$ cat src/rtl/odd_parity_serial_tx.sv
// odd_parity_serial_tx
//   Serial transmitter producing odd-parity frames:
//     start(0), DATA_W data bits LSB first, parity, stop(1).
//   Each serial bit is held for CLKS_PER_BIT clocks. The parity bit is chosen
//   so that the data bits plus parity contain an odd number of ones.
//
// Ports
//   clk        : rising-edge clock
//   rst        : asynchronous, active-high reset
//   in_data    : word to transmit, sampled only on the accept edge
//   in_valid   : in_data is valid
//   in_ready   : block can accept a word (registered, high only in IDLE)
//   tx         : serial line, idles high (registered)
//   busy       : frame in progress, always ~in_ready
//   parity_bit : ~(^word) of the last accepted word, held until next accept
module odd_parity_serial_tx #(
  parameter int DATA_W       = 4,
  parameter int CLKS_PER_BIT = 4
) (
  input  logic              clk,
  input  logic              rst,
  input  logic [DATA_W-1:0] in_data,
  input  logic              in_valid,
  output logic              in_ready,
  output logic              tx,
  output logic              busy,
  output logic              parity_bit
);

  localparam int CNT_W = (CLKS_PER_BIT > 1) ? $clog2(CLKS_PER_BIT) : 1;
  localparam int IDX_W = (DATA_W > 1) ? $clog2(DATA_W) : 1;
  localparam logic [CNT_W-1:0] CNT_LAST = CNT_W'(CLKS_PER_BIT - 1);
  localparam logic [IDX_W-1:0] IDX_LAST = IDX_W'(DATA_W - 1);

  typedef enum logic [2:0] {
    IDLE   = 3'd0,
    START  = 3'd1,
    DATA   = 3'd2,
    PARITY = 3'd3,
    STOP   = 3'd4
  } state_t;

  state_t             state_q, state_d;
  logic [CNT_W-1:0]   cnt_q, cnt_d;
  logic [IDX_W-1:0]   idx_q, idx_d;
  logic [DATA_W-1:0]  shift_q, shift_d;
  logic               parity_q, parity_d;
  logic               tx_q, tx_d;
  logic               rdy_q, rdy_d;
  logic               bit_end;

  function automatic logic odd_parity(input logic [DATA_W-1:0] d);
    return ~(^d);
  endfunction

  always_comb begin
    state_d  = state_q;
    cnt_d    = cnt_q;
    idx_d    = idx_q;
    shift_d  = shift_q;
    parity_d = parity_q;
    bit_end  = (cnt_q == CNT_LAST);

    // The bit-period counter only runs while a frame is on the line.
    if (state_q != IDLE) begin
      cnt_d = bit_end ? '0 : cnt_q + CNT_W'(1);
    end

    unique case (state_q)
      IDLE: begin
        if (in_valid) begin
          state_d  = START;
          shift_d  = in_data;
          parity_d = odd_parity(in_data);
          cnt_d    = '0;
          idx_d    = '0;
        end
      end
      START: begin
        if (bit_end) state_d = DATA;
      end
      DATA: begin
        if (bit_end) begin
          shift_d = shift_q >> 1;
          if (idx_q == IDX_LAST) begin
            state_d = PARITY;
            idx_d   = '0;
          end else begin
            idx_d = idx_q + IDX_W'(1);
          end
        end
      end
      PARITY: begin
        if (bit_end) state_d = STOP;
      end
      STOP: begin
        if (bit_end) state_d = IDLE;
      end
      default: begin
        state_d = IDLE;
      end
    endcase

    // tx and in_ready are computed from the next state and registered, so
    // the outputs come straight from flops with no path from in_valid.
    unique case (state_d)
      START:   tx_d = 1'b0;
      DATA:    tx_d = shift_d[0];
      PARITY:  tx_d = parity_d;
      default: tx_d = 1'b1;
    endcase
    rdy_d = (state_d == IDLE);
  end

  always_ff @(posedge clk or posedge rst) begin
    if (rst) begin
      state_q  <= IDLE;
      cnt_q    <= '0;
      idx_q    <= '0;
      parity_q <= 1'b0;
      tx_q     <= 1'b1;
      rdy_q    <= 1'b1;
    end else begin
      state_q  <= state_d;
      cnt_q    <= cnt_d;
      idx_q    <= idx_d;
      parity_q <= parity_d;
      tx_q     <= tx_d;
      rdy_q    <= rdy_d;
    end
  end

  // Payload register needs no reset: it is always reloaded on accept.
  always_ff @(posedge clk) begin
    shift_q <= shift_d;
  end

  assign in_ready   = rdy_q;
  assign busy       = ~rdy_q;
  assign tx         = tx_q;
  assign parity_bit = parity_q;

endmodule

$ cat config.mk
export PLATFORM = sky130hd
export DESIGN_NAME = odd_parity_serial_tx
export DESIGN_NICKNAME = d
export VERILOG_FILES = /design/src/rtl/odd_parity_serial_tx.sv
export SDC_FILE = /design/constraint.sdc
export NUM_CORES = 1
export LEC_CHECK = 0
export BUFFER_PORTS_ARGS = -buffer_cell sky130_fd_sc_hd__buf_2
export CORE_UTILIZATION = 44
export DETAILED_ROUTE_END_ITERATION = 8
export GPL_TIMING_DRIVEN = 1
export PLACE_DENSITY_LB_ADDON = 0.2
export SLEW_MARGIN = 15
export SYNTH_ARGS = -nofsm -noshare
export SYNTH_HDL_FRONTEND = slang
export SYNTH_SLANG_ARGS = --single-unit
$ cat constraint.sdc
create_clock -name clk -period 4.65 [get_ports clk]
set_clock_uncertainty 0.15 [all_clocks]
set_input_delay 0.465 -clock clk [delete_from_list [all_inputs] [get_ports clk]]
set_output_delay 0.465 -clock clk [all_outputs]
set_load 0.02 [all_outputs]
==> flow_summary.yaml, run 1 <==
critical_path:
  rr_worst_depth: 3
  start_kind: "flip-flop"
  r2r_slack_ns: 2.99
  crit_fanout: 9
  cp_data_required_time_ns: 4.49
  r2r-end: "shift_q[1]"
  cp-startpoint: "state_q[0]"
  crit_arrival_ns: 1.50
  cp-end-kind: "flip-flop"
  endpoint: "shift_q[1]"
  reg2reg_from: "state_q[0]"
  critPathKind: "flip-flop to flip-flop"
outcome:
  status: "finished with violations"
  failed_checks: "hold timing"
synth:
  synthFlopType: "dfrtp_1"
  async_reset_ff_share_pct: 71.4
  synthAdderAreaFrac_pct: 5.12
  post_synth.cell_area_avg_sq_um: 11.1
  synth.largest_area_cell: "dfrtp_1"
  synth_compound_area_share_pct: 13.8
  ys_seq_elements: 14
  synth_xor_area_share_pct: 3.58
  synth_top_family_by_area: "simple AND/OR/NAND/NOR gates"
  syn_area_sq_um: 733
  synth_simple_gate_area_share_pct: 23.4
  synth.most_common_cell: "nand2_1"
  synthCells: 66
  synth_area_leaders: "dfrtp_1 (27%), edfxtp_1 (12%), dfstp_2 (7.2%), ha_1 (5.1%), nand2_1 (4.6%)"
  ys_seq_area_share_pct: 49.5
  synth_enable_flop_cells: 3
  muxShareOfSynthArea_pct: 0
  ys_types: 31
  synth_nets: 76
  synth-warning-count: 0
  synth_top_area_share_pct: 27.3
  synth_common_cells: "nand2_1 (9), dfrtp_1 (8), nand3_1 (4)"
timing:
  fin_crit_sh_pct: 35.6
  drv_slew: 0
  worst_slew_pin_slew_ns: 0.396
  setup_tns_ns: 0
  timing.fmax_ghz: 0.604
  setup_viol: 0
  hold_ws_ns: -0.00373
  final_hold_viol_count: 7
  min_period_ns: 1.66
  rsz0062_at_grt: "no"
  relSlewSlack_pct: 73.5
  timing.final.ws_setup_ns: 2.99
routing:
  ant_nets: 0
  wl_met3_um: 37
  firstDrtPassIters: 4
  highest_layer: "met4"
  vias_per_cell: 5.57
  route.met2.wl_um: 563
  vias: 524
  drt_iter0_drc: 12
  wl_met1_um: 603
  post_drt_wl_per_cell_um: 13.2
  drc_errors: 0
  wl_um: 1240
finish:
  fin_area_sq_um: 807
  fillers: 133
  syn_to_final_growth_pct: 10.1
  drive_gt1_share_pct: 26.9
  seq_area_sq_um: 363
  diodes: 0
  nets: 89
  multi_input_area_sq_um: 337
pwr:
  ir_drop_mv: 0.268
  powerDensity_nw_per_um2: 626
  p_leak_nw: 0.363
  power_w: 0.000505
clocking:
  clock_latency_ns: 0.28
  post_cts_resized: 0
  cts_sinks: 14
  numCtsBuffers: 3
  clk_pin_slew_ns: 0.08
  cts.htree.levels: 1
  cts-root-buf: "clkbuf_4"
  hold_buffers: 0
  clockBufferDepth: 2
  cts_setup_buffers: 0
  cts_tree: "yes"
floorplan:
  die_area_sq_um: 1830
  fp-row-count: 14
  start_util_pct: 48.1
  die_y_um: 42.8
  coreArea_sq_um: 1520
  ios: 11
  die_w_um: 42.8
placed_design:
  place_area_sq_um: 781
  dp.final_hpwl_um: 926
  numPortBuffers: 10
  gp_congestion: 0.694
  place_ws_ns: 3.01
global_route:
  antenna_found_initial: 0
  grt_pass1_wl_um: 2150
  grtUsageTotal_pct: 16.4
  grt-ovfl-total: 0
  grt_max_degree: 11
  grt_pass1_vias: 486
job:
  cap_violations: 0
min_path:
  hold_path.class: "input pin to asynchronous set/reset pin"
layer usage:
metal	GRT usage, %	vias up
li1	-	261
met1	22.4	245
met2	22.7	12
met3	2.55	6
met4	13.1	0
met5	0	-
layout make-up:
type / count / share of cell area (%)
Tap cell: 16 / 2.48
Inverter: 3 / 1.40
Clock buffer: 3 / 2.79
Clock inverter: 1 / 0.465
Sequential cell: 14 / 45.0
Multi-Input combinational cell: 47 / 41.7
Timing Repair Buffer: 10 / 6.20
sequential cells by signal (all words and copies together) (netlist names):
name	cells
cnt_q	2
idx_q	2
parity_bit	1
state_q	3
tx	1
shift_q	4
in_ready	1
cell usage in the layout, fill, tap and decap left out, drive strengths merged, types with 2 or more instances in the layout:
master / count
a22o: 2
clkbuf: 3
dfrtp: 8
ha: 3
nor3: 4
edfxtp: 3
a21oi: 2
nand3: 4
o21ai: 3
and3: 2
inv: 3
nand3b: 3
buf: 10
dfstp: 2
nand2: 9
o31ai: 3
xnor2: 2
power by group:
part	internal (W)	total (W)	leakage, nW	switching (W)
Clock	0.0000312	0.0000707	0.0154	0.0000396
Sequential	0.000181	0.000229	0.160	0.0000474
Combinational	0.0000882	0.000206	0.188	0.000118
worst min path at each step:
stage                     start         end  slack [ns]  cells after the start
after CTS                   rst    idx_q[0]       0.003                      2
after global placement      rst    idx_q[0]        0.31                      2
final                       rst    idx_q[0]      -0.004                      2
after floorplan             rst    cnt_q[0]        0.15                      1
after global routing        rst  state_q[2]        0.02                      2
after detailed placement    rst    idx_q[0]        0.32                      2
critical path: stages (launching register included):
cell and delay (ns):
dfrtp_1 0.49, nor3_4 0.33, nand2_1 0.20, nand2_1 0.19
per-stage QoR:
stage,instances,util (%)
after floorplan,66,-
after global placement,90,51.2
after detailed placement,90,51.2
after CTS,94,53.0
after global routing,94,53.0
final,94,53.0
cell families after synthesis:
family                   count (synthesis)
AO/OA/AOI/OAI                           13
XOR/XNOR                                 3
adder cells (fa/ha/maj)                  3
buffers and inverters                    5
flip-flops                              14
AND/OR/NAND/NOR                         28
Power figures use the tool's default switching activity.
==> run 2, diff against run 1 <==
--- a/config.mk
+++ b/config.mk
@@ -5,6 +5,7 @@
 export SDC_FILE = /design/constraint.sdc
 export NUM_CORES = 1
 export LEC_CHECK = 0
+export ABC_AREA = 1
 export BUFFER_PORTS_ARGS = -buffer_cell sky130_fd_sc_hd__buf_2
 export CORE_UTILIZATION = 44
 export DETAILED_ROUTE_END_ITERATION = 8
==> constraint.sdc (replaced) <==
create_clock -name clk -period 1.4 [get_ports clk]
set_clock_uncertainty 0.15 [all_clocks]
set_input_delay 0.14 -clock clk [delete_from_list [all_inputs] [get_ports clk]]
set_output_delay 0.14 -clock clk [all_outputs]
set_load 0.02 [all_outputs]
==> flow_summary.yaml, run 2 <==
outcome:
  status: "finished with violations"
  failed_checks: "setup timing"
routing:
  post_drt_wl_per_cell_um: 10.3
  drt_iter0_drc: 6
  firstDrtPassIters: 4
  vias: 679
  wl_um: 1540
  vias_per_cell: 4.56
  ant_nets: 0
  drc_errors: 0
floorplan:
  die_w_um: 45.3
  die_area_sq_um: 2050
  ios: 11
  die_y_um: 45.3
  coreArea_sq_um: 1750
  start_util_pct: 47.2
  fp-row-count: 15
min_path:
  hold_path.class: "input pin to flip-flop"
synth:
  async_reset_ff_share_pct: 71.4
  synth_enable_flop_cells: 3
  ys_seq_area_share_pct: 44.0
  ys_seq_elements: 14
  synth_common_cells: "nand2_1 (28), inv_1 (17), nand3_1 (9), dfrtp_1 (8), nor2_1 (6)"
  muxShareOfSynthArea_pct: 0
  synth.largest_area_cell: "dfrtp_1"
  ys_types: 23
  synth.most_common_cell: "nand2_1"
  synthFlopType: "dfrtp_1"
  synth-warning-count: 0
  synth_top_area_share_pct: 24.3
  synth_simple_gate_area_share_pct: 36.4
  synth_xor_area_share_pct: 0
  synth_top_family_by_area: "simple AND/OR/NAND/NOR gates"
  syn_area_sq_um: 825
  post_synth.cell_area_avg_sq_um: 8.16
  synth_compound_area_share_pct: 5.92
  synthAdderAreaFrac_pct: 4.55
  synth_nets: 111
  synthCells: 101
  synth_area_leaders: "dfrtp_1 (24%), nand2_1 (13%), edfxtp_1 (11%), inv_1 (7.7%), dfstp_2 (6.4%)"
finish:
  fillers: 161
  drive_gt1_share_pct: 36.3
  largest_reg_flops: 4
  layout_common_cells: "nand2_1 (27), inv_1 (17), buf_2 (10)"
  fin_cells: 149
  nets: 135
  regMostFlops: "shift_q"
  syn_to_final_growth_pct: 25.8
  seq_area_sq_um: 363
  diodes: 0
  reg_top3: "shift_q (4), state_q (3)"
  final_common_cell: "nand2_1"
  multi_input_area_sq_um: 418
clocking:
  cts_sinks: 14
  clk_pin_slew_ns: 0.09
  cts_tree: "yes"
  cts.htree.levels: 1
  numCtsBuffers: 3
  clockBufferDepth: 2
  clock_latency_ns: 0.29
  cts-root-buf: "clkbuf_4"
global_route:
  antenna_found_initial: 0
  grt_pass1_wl_um: 2360
  grtUsageTotal_pct: 16.8
  grt_max_degree: 11
  grt-ovfl-total: 0
  grt_pass1_vias: 601
critical_path:
  cpPeakStageDelay_ns: 0.43
  crit_family: "simple AND/OR/NAND/NOR gates"
  start_kind: "flip-flop"
  cp_cell_sequence: "ha_2 -> nand2_1 -> inv_1 -> nand3_2 -> nand3_4 -> or2_4 -> nor2_2"
  cp.buffers_inverters: 1
  critPathKind: "flip-flop to flip-flop"
  cp-end-kind: "flip-flop"
  crit_fanout: 4
  slowest_stage: "dfrtp_1"
  crit_arrival_ns: 1.51
  cp_data_required_time_ns: 1.47
pwr:
  p_leak_nw: 0.540
  power_w: 0.00228
  powerDensity_nw_per_um2: 2200
  ir_drop_mv: 1.18
placed_design:
  numPortBuffers: 10
  dp.final_hpwl_um: 1170
  dp.cells: 142
  gp_congestion: 0.734
timing:
  setup_viol: 5
  timing.final.ws_setup_ns: -0.0343
  worst_slew_pin_slew_ns: 0.404
  timing.fmax_ghz: 0.697
  setup_tns_ns: -0.126
  final_hold_viol_count: 0
  fin_crit_sh_pct: 102
  drv_slew: 0
  rsz0062_at_grt: "yes"
  relSlewSlack_pct: 73.0
  min_period_ns: 1.43
job:
  cap_violations: 0
==> run 2: timing repair <==
| action | 4_1_cts | 5_1_grt |
|---|---|---|
| pin swaps | 2 | 8 |
| hold endpoints to repair | 10 | 0 |
| hold buffers | 1 | 0 |
| gates resized for setup | 4 | 3 |
| endpoints found under the setup margin | 5 | 6 |
| setup buffers | 0 | 2 |
==> run 2: worst reg2reg max path, stage by stage, from the launching register on <==
cell and delay, ns:
dfrtp_1 0.43, ha_2 0.23, nand2_1 0.06, inv_1 0.04, nand3_2 0.07, nand3_4 0.08, or2_4 0.25, nor2_2 0.07
==> run 2: cell families after synthesis <==
family                   Yosys count
adder cells (fa/ha/maj)            3
AO/OA/AOI/OAI                      8
AND/OR/NAND/NOR                   56
flip-flops                        14
buffers and inverters             20
==> run 2: final cells by class <==
cell class,instances,share of cell area (%)
Clock inverter,1,0.362
Tap cell,25,3.02
Clock buffer,3,2.17
Multi-Input combinational cell,67,40.3
Sequential cell,14,35.0
Inverter,20,7.24
Timing Repair Buffer,19,11.9
==> run 2: routing by layer <==
metal,track usage (%),vias to the layer above,part of all wire [%]
li1,-,364,-
met1,21.4,298,51
met2,26.7,12,44
met3,2.40,5,2.3
met4,10.9,0,2.4
met5,0,-,0
==> run 2: where the power goes <==
group / internal [W] / switching (W) / total, W
Clock: 0.000104 / 0.000134 / 0.000237
Sequential: 0.000635 / 0.000133 / 0.000768
Combinational: 0.000552 / 0.000727 / 0.00128
==> run 2: per-stage QoR <==
| step | utilization (%) | cell area, sq um | setup slack, ns | hold WS, ns |
|---|---|---|---|---|
| floorplan | - | 827 | 0.0184 | -0.171 |
| global placement | 54.6 | 953 | 0.00669 | -0.0196 |
| detailed placement | 54.6 | 953 | -0.0251 | -0.00662 |
| CTS | 57.9 | 1010 | -0.0442 | 0.0460 |
| global route | 59.4 | 1040 | -0.0982 | 0.0735 |
| finish | 59.4 | 1040 | -0.0343 | 0.0601 |
==> run 2: final timing paths <==
path	startpoint	to	slack, ns	cells after the start
min in group asynchronous	rst	cnt_q[1]	0.22	3
setup reg to reg	cnt_q[0]	in_ready	-0.03	7
setup / recovery	cnt_q[0]	in_ready	-0.03	7
max in group asynchronous	rst	in_ready	0.55	3
hold reg to reg	parity_bit	parity_bit	0.37	2
hold / removal	in_data[3]	shift_q[3]	0.06	3
==> run 3, diff against run 2 <==
--- a/config.mk
+++ b/config.mk
@@ -9,8 +9,9 @@
 export BUFFER_PORTS_ARGS = -buffer_cell sky130_fd_sc_hd__buf_2
 export CORE_UTILIZATION = 44
 export DETAILED_ROUTE_END_ITERATION = 8
+export GPL_ROUTABILITY_DRIVEN = 0
 export GPL_TIMING_DRIVEN = 1
-export PLACE_DENSITY_LB_ADDON = 0.2
+export PLACE_DENSITY_LB_ADDON = 0.3
 export SLEW_MARGIN = 15
 export SYNTH_ARGS = -nofsm -noshare
 export SYNTH_HDL_FRONTEND = slang
==> flow_summary.yaml, run 3 (synthesis gave the netlist of run 2 again) <==
critical_path:
  cp_cell_sequence: "ha_4 -> buf_6 -> buf_4 -> nand3_1 -> o21ai_1"
  slowest_stage: "dfrtp_2"
  crit_arrival_ns: 1.31
  cp-end-kind: "flip-flop"
  cp.buffers_inverters: 2
  cpPeakStageDelay_ns: 0.45
  start_kind: "flip-flop"
  crit_family: "flip-flops"
  crit_fanout: 5
  critPathKind: "flip-flop to flip-flop"
  cp_data_required_time_ns: 1.28
  r2r_slack_ns: -0.03
global_route:
  grt_pass1_wl_um: 2820
  antenna_found_initial: 0
  grt_max_degree: 11
  grt_pass1_vias: 707
  grt-ovfl-total: 0
  grtUsageTotal_pct: 19.6
finish:
  drive_gt1_share_pct: 43.9
  fin_cells: 157
  diodes: 0
  syn_to_final_growth_pct: 37.2
  regMostFlops: "shift_q"
  layout_common_cells: "nand2_1 (27), inv_1 (17), buf_4 (15)"
  final_common_cell: "nand2_1"
  reg_top3: "shift_q (4), state_q (3)"
  nets: 143
  largest_reg_flops: 4
routing:
  post_drt_wl_per_cell_um: 11.3
  vias: 747
  wl_um: 1770
  ant_nets: 0
  firstDrtPassIters: 4
  drt_iter0_drc: 8
  vias_per_cell: 4.76
  drc_errors: 0
floorplan:
  die_y_um: 45.3
  fp-row-count: 15
  start_util_pct: 47.2
  coreArea_sq_um: 1750
  die_area_sq_um: 2050
  ios: 11
  die_w_um: 45.3
min_path:
  hold_path.class: "input pin to flip-flop"
clocking:
  cts_sinks: 14
  clock_latency_ns: 0.28
  cts.htree.levels: 1
  cts_tree: "yes"
  numCtsBuffers: 3
  clk_pin_slew_ns: 0.09
  cts-root-buf: "clkbuf_4"
  clockBufferDepth: 2
timing:
  min_period_ns: 1.43
  setup_viol: 5
  timing.final.ws_setup_ns: -0.0259
  relSlewSlack_pct: 73.2
  timing.fmax_ghz: 0.701
  rsz0062_at_grt: "yes"
  setup_tns_ns: -0.0550
  final_hold_viol_count: 0
  fin_crit_sh_pct: 102
  drv_slew: 0
  worst_slew_pin_slew_ns: 0.401
pwr:
  ir_drop_mv: 1.41
  internal_power_w: 0.00149
  switching_power_w: 0.00109
  pwr-share-seq_pct: 30.6
  power.clock.fraction_pct: 9.3
  power_w: 0.00258
  swShare_pct: 42.3
  pwr-share-comb_pct: 60.1
  p_leak_nw: 0.592
  powerDensity_nw_per_um2: 2280
placed_design:
  dp.cells: 145
  dp.final_hpwl_um: 1250
  numPortBuffers: 10
outcome:
  failed_checks: "setup timing"
  status: "finished with violations"
job:
  cap_violations: 0
run 3: cell types whose count changed in the layout (fill, tap and decap cells not counted), moves of 2 or more:
cell,delta
buf_4,+8
dfrtp_2,+3
dfrtp_1,-3
o21ai_0,-2
o21ai_1,+2
run 3: final timing paths:
check	startpoint	to	cells past startpoint
min in group asynchronous	rst	idx_q[0]	3
hold reg to reg	idx_q[1]	idx_q[1]	2
setup / recovery	cnt_q[0]	shift_q[2]	5
hold / removal	in_data[3]	shift_q[3]	3
max in group asynchronous	rst	tx	3
setup reg to reg	cnt_q[0]	shift_q[2]	5
run 3: power by group through the flow:
stage          Combinational (W)  Clock [W]  Sequential [W]
3_3_place_gp             0.00123          0        0.000747
2_1_floorplan           0.000787          0        0.000812
6_report                 0.00155   0.000239        0.000789
4_1_cts                  0.00140   0.000243        0.000763
3_5_place_dp             0.00128          0        0.000753
5_1_grt                  0.00172   0.000267        0.000807
run 3: cell type report:
type / count / area (sq um)
flip-flops and latches: 14 / 367
well taps: 25 / 31.3
fillers: 165 / 614
repair buffers: 27 / 184
inverters: 20 / 75.1
clock buffers: 4 / 26.3
multi-input cells: 67 / 448
run 3: worst reg2reg max path: cells and delay by family (launching register included):
kind | cells | cell delay (ns)
flops | 1 | 0.45
buf+inv | 2 | 0.24
fa+ha+maj | 1 | 0.21
simple gates | 1 | 0.07
compound gates | 1 | 0.06
run 3: what timing repair did:
| item | CTS | global route |
|---|---|---|
| setup endpoints to repair | 5 | 11 |
| hold buffers | 1 | 0 |
| gates resized for setup | 6 | 11 |
| buffers inserted | 5 | 2 |
| cloned | 0 | 0 |
| pin swaps | 5 | 5 |
| endpoints found under the hold margin | 8 | 0 |
run 3: metal layers:
layer / up-vias / track usage, % / part of all wire [%]
met5: - / 0 / 0
met4: 0 / 5.45 / 0.56
met3: 2 / 4.80 / 2.3
met2: 9 / 35.4 / 52
met1: 358 / 22.7 / 45
li1: 378 / - / -
run 3: through the flow:
stage	instance area (sq um)	worst slack (ns)	hold slack [ns]	util, %
after floorplan	827	0.0184	-0.171	-
after global placement	976	-0.000853	-0.00970	55.9
after detailed placement	976	-0.0283	-0.00524	55.9
after CTS	1070	-0.0226	0.0608	61.5
after global routing	1130	-0.0749	0.0832	64.8
final	1130	-0.0259	0.0676	64.8
